==> config.mk <==
export PLATFORM = sky130hd
export DESIGN_NAME = bludge_penalty_scheduler
export DESIGN_NICKNAME = d
export VERILOG_FILES = /design/src/rtl/bludge_penalty_scheduler.sv
export SDC_FILE = /design/constraint.sdc
export NUM_CORES = 1
export LEC_CHECK = 0
export ABC_AREA = 1
export CORE_UTILIZATION = 55
export CTS_CLUSTER_SIZE = 25
export DETAILED_ROUTE_END_ITERATION = 12
export GPL_ROUTABILITY_DRIVEN = 0
export PLACE_DENSITY = 0.74
export SETUP_SLACK_MARGIN = 0.2
export SLEW_MARGIN = 0
export SYNTH_ARGS = -nofsm -noshare
export SYNTH_HDL_FRONTEND = slang
export SYNTH_SLANG_ARGS = --single-unit
==> constraint.sdc <==
create_clock -name clk -period 5.8 [get_ports clk]
set_input_delay 0.58 -clock clk [delete_from_list [all_inputs] [get_ports clk]]
set_output_delay 0.58 -clock clk [all_outputs]
set_load 0.1 [all_outputs]
==> src/rtl/bludge_penalty_scheduler.sv <==
// Penalty sequencer for the four players after a bludger hit.
// Each player runs its own IDLE -> FROZEN -> CLEAN -> IMMUNE -> IDLE FSM with
// a private cycle counter. Hits are queued as pending bits and a round-robin
// arbiter presents them one at a time on the event port. Saturating per-team
// hit counters are kept alongside.
//
// Event port handshake: evt_valid/evt_id are registered. Once evt_valid is
// high, evt_id stays stable until the cycle where evt_valid & evt_ready, which
// is the only cycle an event is consumed. evt_valid does not depend on
// evt_ready. The next pending event, if any, is presented on the very next
// cycle.
module bludge_penalty_scheduler #(
    parameter int FREEZE_CYCLES   = 25000000,
    parameter int IMMUNITY_CYCLES = 12500000
) (
    input  logic       clk,
    input  logic       rst,
    input  logic       game_active,
    input  logic [3:0] bludged,
    output logic [3:0] clean,
    output logic [3:0] frozen,
    output logic [3:0] immune,
    output logic       evt_valid,
    output logic [1:0] evt_id,
    input  logic       evt_ready,
    output logic [7:0] hits_blue,
    output logic [7:0] hits_red
);

    // The counter counts 0 .. N-1 for whichever phase is longer.
    localparam int MAX_CYC = (FREEZE_CYCLES > IMMUNITY_CYCLES) ? FREEZE_CYCLES : IMMUNITY_CYCLES;
    localparam int CW      = ($clog2(MAX_CYC) > 0) ? $clog2(MAX_CYC) : 1;
    localparam logic [CW-1:0] FREEZE_LAST = CW'(FREEZE_CYCLES - 1);
    localparam logic [CW-1:0] IMM_LAST    = CW'(IMMUNITY_CYCLES - 1);

    typedef enum logic [1:0] {
        ST_IDLE   = 2'd0,
        ST_FROZEN = 2'd1,
        ST_CLEAN  = 2'd2,
        ST_IMMUNE = 2'd3
    } state_t;

    state_t          state_q [4];
    state_t          state_d [4];
    logic [CW-1:0]   cnt_q   [4];
    logic [CW-1:0]   cnt_d   [4];
    logic [3:0]      hit_set;

    logic [3:0]      pending_q, pending_d;
    logic [1:0]      ptr_q, ptr_d;
    logic            evt_valid_q, evt_valid_d;
    logic [1:0]      evt_id_q, evt_id_d;
    logic [7:0]      hits_blue_q, hits_blue_d;
    logic [7:0]      hits_red_q, hits_red_d;

    logic            grant;
    logic            hold;
    logic [3:0]      grant_mask;
    logic [1:0]      probe;

    // Add 0..2 hits to a counter, clamping at 255.
    function automatic logic [7:0] sat_add(input logic [7:0] cur, input logic [1:0] inc);
        logic [8:0] sum;
        sum = {1'b0, cur} + {7'd0, inc};
        return sum[8] ? 8'hFF : sum[7:0];
    endfunction

    // Per-player next state and counter; game_active low forces every FSM home.
    always_comb begin
        for (int i = 0; i < 4; i++) begin
            state_d[i] = state_q[i];
            cnt_d[i]   = cnt_q[i];
            hit_set[i] = 1'b0;
            if (!game_active) begin
                state_d[i] = ST_IDLE;
                cnt_d[i]   = '0;
            end else begin
                case (state_q[i])
                    ST_IDLE: begin
                        if (bludged[i]) begin
                            state_d[i] = ST_FROZEN;
                            cnt_d[i]   = '0;
                            hit_set[i] = 1'b1;
                        end
                    end
                    ST_FROZEN: begin
                        if (cnt_q[i] == FREEZE_LAST) begin
                            state_d[i] = ST_CLEAN;
                            cnt_d[i]   = '0;
                        end else begin
                            cnt_d[i] = cnt_q[i] + 1'b1;
                        end
                    end
                    ST_CLEAN: begin
                        // Wait for the bludger controller to drop the hit flag.
                        if (!bludged[i]) begin
                            state_d[i] = ST_IMMUNE;
                            cnt_d[i]   = '0;
                        end
                    end
                    ST_IMMUNE: begin
                        if (cnt_q[i] == IMM_LAST) begin
                            state_d[i] = ST_IDLE;
                            cnt_d[i]   = '0;
                        end else begin
                            cnt_d[i] = cnt_q[i] + 1'b1;
                        end
                    end
                    default: begin
                        state_d[i] = ST_IDLE;
                        cnt_d[i]   = '0;
                    end
                endcase
            end
        end
    end

    // Pending set/clear, pointer update and registered round-robin selection.
    always_comb begin
        grant      = game_active & evt_valid_q & evt_ready;
        hold       = game_active & evt_valid_q & ~evt_ready;
        grant_mask = grant ? (4'b0001 << evt_id_q) : 4'b0000;
        // Set is OR-ed after the clear so a coincident re-hit survives the grant.
        pending_d  = game_active ? ((pending_q & ~grant_mask) | hit_set) : 4'b0000;
        ptr_d      = !game_active ? 2'd0 : (grant ? evt_id_q + 2'd1 : ptr_q);
        probe      = 2'd0;
        evt_id_d   = 2'd0;
        if (hold) begin
            evt_valid_d = 1'b1;
            evt_id_d    = evt_id_q;
        end else begin
            evt_valid_d = |pending_d;
            // Walk from the farthest offset down so the nearest one wins.
            for (int k = 3; k >= 0; k--) begin
                probe = ptr_d + 2'(k);
                if (pending_d[probe]) begin
                    evt_id_d = probe;
                end
            end
        end
        hits_blue_d = sat_add(hits_blue_q, {1'b0, hit_set[0]} + {1'b0, hit_set[1]});
        hits_red_d  = sat_add(hits_red_q,  {1'b0, hit_set[2]} + {1'b0, hit_set[3]});
    end

    // State, counters and arbiter registers.
    always_ff @(posedge clk or posedge rst) begin
        if (rst) begin
            for (int i = 0; i < 4; i++) begin
                state_q[i] <= ST_IDLE;
                cnt_q[i]   <= '0;
            end
            pending_q   <= 4'b0000;
            ptr_q       <= 2'd0;
            evt_valid_q <= 1'b0;
            evt_id_q    <= 2'd0;
            hits_blue_q <= 8'd0;
            hits_red_q  <= 8'd0;
        end else begin
            for (int i = 0; i < 4; i++) begin
                state_q[i] <= state_d[i];
                cnt_q[i]   <= cnt_d[i];
            end
            pending_q   <= pending_d;
            ptr_q       <= ptr_d;
            evt_valid_q <= evt_valid_d;
            evt_id_q    <= evt_id_d;
            hits_blue_q <= hits_blue_d;
            hits_red_q  <= hits_red_d;
        end
    end

    // Outputs are straight decodes of registered state.
    always_comb begin
        for (int i = 0; i < 4; i++) begin
            frozen[i] = (state_q[i] == ST_FROZEN);
            clean[i]  = (state_q[i] == ST_CLEAN);
            immune[i] = (state_q[i] == ST_IMMUNE);
        end
        evt_valid = evt_valid_q;
        evt_id    = evt_id_q;
        hits_blue = hits_blue_q;
        hits_red  = hits_red_q;
    end

endmodule

==> run_results.csv <==
group,metric,value,unit
status,status,"finished, final reports clean",
logic_synthesis,syn_avg_cell_area,7.157,sq um
power_and_ir_drop,ir_drop,0.4164,mV
timing,hold_viol,0,
worst_setup_path,path_buf_inv,2,
timing,rsz0062_at_grt,"false",
global_route,overflow,0,
worst_setup_path,max_stage_delay,1.16,ns
logic_synthesis,async_flop_share,100.0,%
floorplan,die_w,126.1,microns
drt,dr.pass1.iters,6,
run,maxCapViolCount,0,
cells_and_area,syn2layout_area_growth,13.61,%
drt,drc,0,
worst_setup_path,cp_max_fo,4,
drt,vias_per_cell,5.445,
cells_and_area,final_cell_mix,"nand2_1 (294), inv_1 (186), dfrtp_1 (133)",
placement,dpl.hpwl,13630,microns
cells_and_area,drive_gt1_share,7.368,%
power_and_ir_drop,leakagePower,0.004628,uW
floorplan,die_h,126.1,microns
global_route,grt_pass1_vias,7029,
cells_and_area,nNetsFinal,1258,
drt,wl_per_cell,13.54,microns
cts,cts_hold_buffers,0,
cells_and_area,layout_commonest_cell,"nand2_1",
cts,clk_latency,0.43,ns
placement,io_buffers,38,
logic_synthesis,synthesis.nets,1219,
cells_and_area,diodes,0,
floorplan,start_util,57.39,%
worst_setup_path,critical-path-top-delay-family,"buffers and inverters",
timing,min_period_over_period,50.70,%
drt,antenna_left,0,
timing,slew_violations,0,
timing,slew_headroom,32.08,%
cts,htreeDepth,4,
power_and_ir_drop,power.density,387.3,nW/um^2
timing,fin_crit,2.941,ns
drt,drt-total-wl,19210,microns
floorplan,rows,44,
cts,clockBufferDepth,2,
cts,cts_made_buffers,17,
cells_and_area,fin_cells,1419,
timing,tightestPinTransition,1.016,ns
worst_setup_path,path_class,"reg -> out",
timing,clock_skew,0.008449,ns
logic_synthesis,yosysTopAreaCellShare,39.31,%
placement,place_inst,1387,
cts,cts.reportedPaths.clkPinSlew,0.06,ns
global_route,grt_antenna_before_repair,0,
logic_synthesis,synth-edff-count,0,
logic_synthesis,synthDistinctLibCells,43,
worst_setup_path,crit_chain,"inv_1, ha_1, clkdlybuf4s50_1",
worst_setup_path,crit_required,5.22,ns
cts,root_buffer,"clkbuf_16",
logic_synthesis,synth-seq-cells,133,
cts,post_cts_buffers,0,
worst_setup_path,worstSetupEndpointType,"output port",
cts,cts_tree,"done",
timing,fmax,340.0,MHz
floorplan,ios,39,
floorplan,fp.coreArea,14750,sq um
worst_setup_path,critPathSlowestCell,"clkdlybuf4s50_1",
timing,tns,0,ns
drt,drt-initial-drc-count,667,
worst_setup_path,cp.arrival,2.36,ns
timing,finalSetupViolCount,0,
logic_synthesis,syn_area,8467,sq um
logic_synthesis,ys_seq_area_share,39.31,%
worst_setup_path,startpoint_type,"register",
cts,post_cts_resized,0,
logic_synthesis,syn_inst,1183,
global_route,grtUsageTotal,25.52,%
global_route,grt_pass1_wl,32710,microns
min_path,hold_class,"reg -> reg",
global_route,grt_max_degree,85,
cells_and_area,final_core_util,65.20,%
logic_synthesis,dominantRegCellSynth,"dfrtp_1",
floorplan,die_area,15890,sq um
logic_synthesis,ys_warn_count,0,
logic_synthesis,yosysTopAreaCell,"dfrtp_1",
drt,dr_total_vias,7726,
logic_synthesis,synth_area_leaders,"dfrtp_1 (39%), nand2_1 (13%), inv_1 (8.3%), nand3_1 (7.2%), nor2_1 (5.7%)",
cts,numClockSinks,133,
sequential cells by signal, indices dropped and copies added (netlist names):
register	cells
evt_id	2
evt_valid	1
hits_blue	8
pending_q	4
hits_red	8
ptr_q	2
state_q	8
cnt_q	100
worst reg2reg max path, stage by stage (launching register included):
cell,delay [ns]
dfrtp_1,0.41
inv_1,0.09
ha_1,0.23
nor2_1,0.09
nor3_4,0.44
inv_2,0.29
nand3_1,0.48
inv_1,0.23
nor2_1,0.15
layout make-up:
cell class / instances / area [sq um]
fill: 1288 / 5135
multi-input combinational: 836 / 4283
sequential: 133 / 3328
inverter: 195 / 738.2
clock buffer: 20 / 456.7
timing repair buffer: 39 / 382.9
tap: 184 / 230.2
clock inverter: 12 / 200.2
synthesized netlist by cell type (2+ instances only):
library cell,count
o22ai_1,6
nor2_4,4
xor2_1,23
nor4_1,10
a21oi_1,8
inv_2,6
clkbuf_1,2
fa_1,2
nand2_1,294
buf_6,4
nand2_2,7
nor3_1,46
nand4_1,50
nor2_1,129
inv_1,187
nand3b_1,7
xnor2_1,4
dfrtp_1,133
nor2_2,9
ha_1,26
nand3_2,6
nor3_4,3
nand3_1,121
o21ai_0,42
a31oi_1,3
buf_4,2
buf_2,11
or2_2,10
nor3_2,7
o21ai_1,8
routing by layer:
metal | GRT usage [%] | share of wire, % | vias up
met5 | 0 | 0 | -
met4 | 9.780 | 2.1 | 0
li1 | - | - | 3877
met3 | 5.183 | 5.4 | 42
met2 | 39.78 | 45 | 233
met1 | 35.05 | 47 | 3574
power by group:
group,switching (uW),internal (uW)
combinational,1070,320
clock,417,785
sequential,101,1030
total,1590,2140
path summary, 6_finish.rpt:
path / end / slack, ns / from / cells past startpoint
setup / recovery: clean[3] / 2.86 / state_q[0] / 3
hold / removal: cnt_q[51] / 0.53 / cnt_q[51] / 2
setup reg to reg: cnt_q[87] / 3.32 / state_q[6] / 8
hold reg to reg: cnt_q[51] / 0.53 / cnt_q[51] / 2
max in group asynchronous: cnt_q[26] / 4.02 / rst / 3
min in group asynchronous: cnt_q[4] / 0.67 / rst / 2
cells by family (layout without fill, tap and decap cells):
kind of cell             Yosys count  count (layout)  synth area share [%]
XOR/XNOR                          27              27                 2.793
multiplexers                       1               1                0.1182
flip-flops                       133             133                 39.31
buffers and inverters            214             266                 10.11
adder cells (fa/ha/maj)           28              28                 4.315
AND/OR/NAND/NOR                  707             707                 38.63
AO/OA/AOI/OAI                     73              73                 4.729
metrics by stage:
step                instance area, sq um  power (uW)  setup slack (ns)  hold slack [ns]
floorplan                           8467        2241             1.666           0.4743
global placement                    8962        2526             2.815           0.4990
detailed placement                  8962        2536             2.717           0.5158
CTS                                 9619        3749             2.859           0.5305
global route                        9619        3912             2.799           0.5612
finish                              9619        3725             2.859           0.5280
No activity file was read; power rests on OpenSTA's default activity.
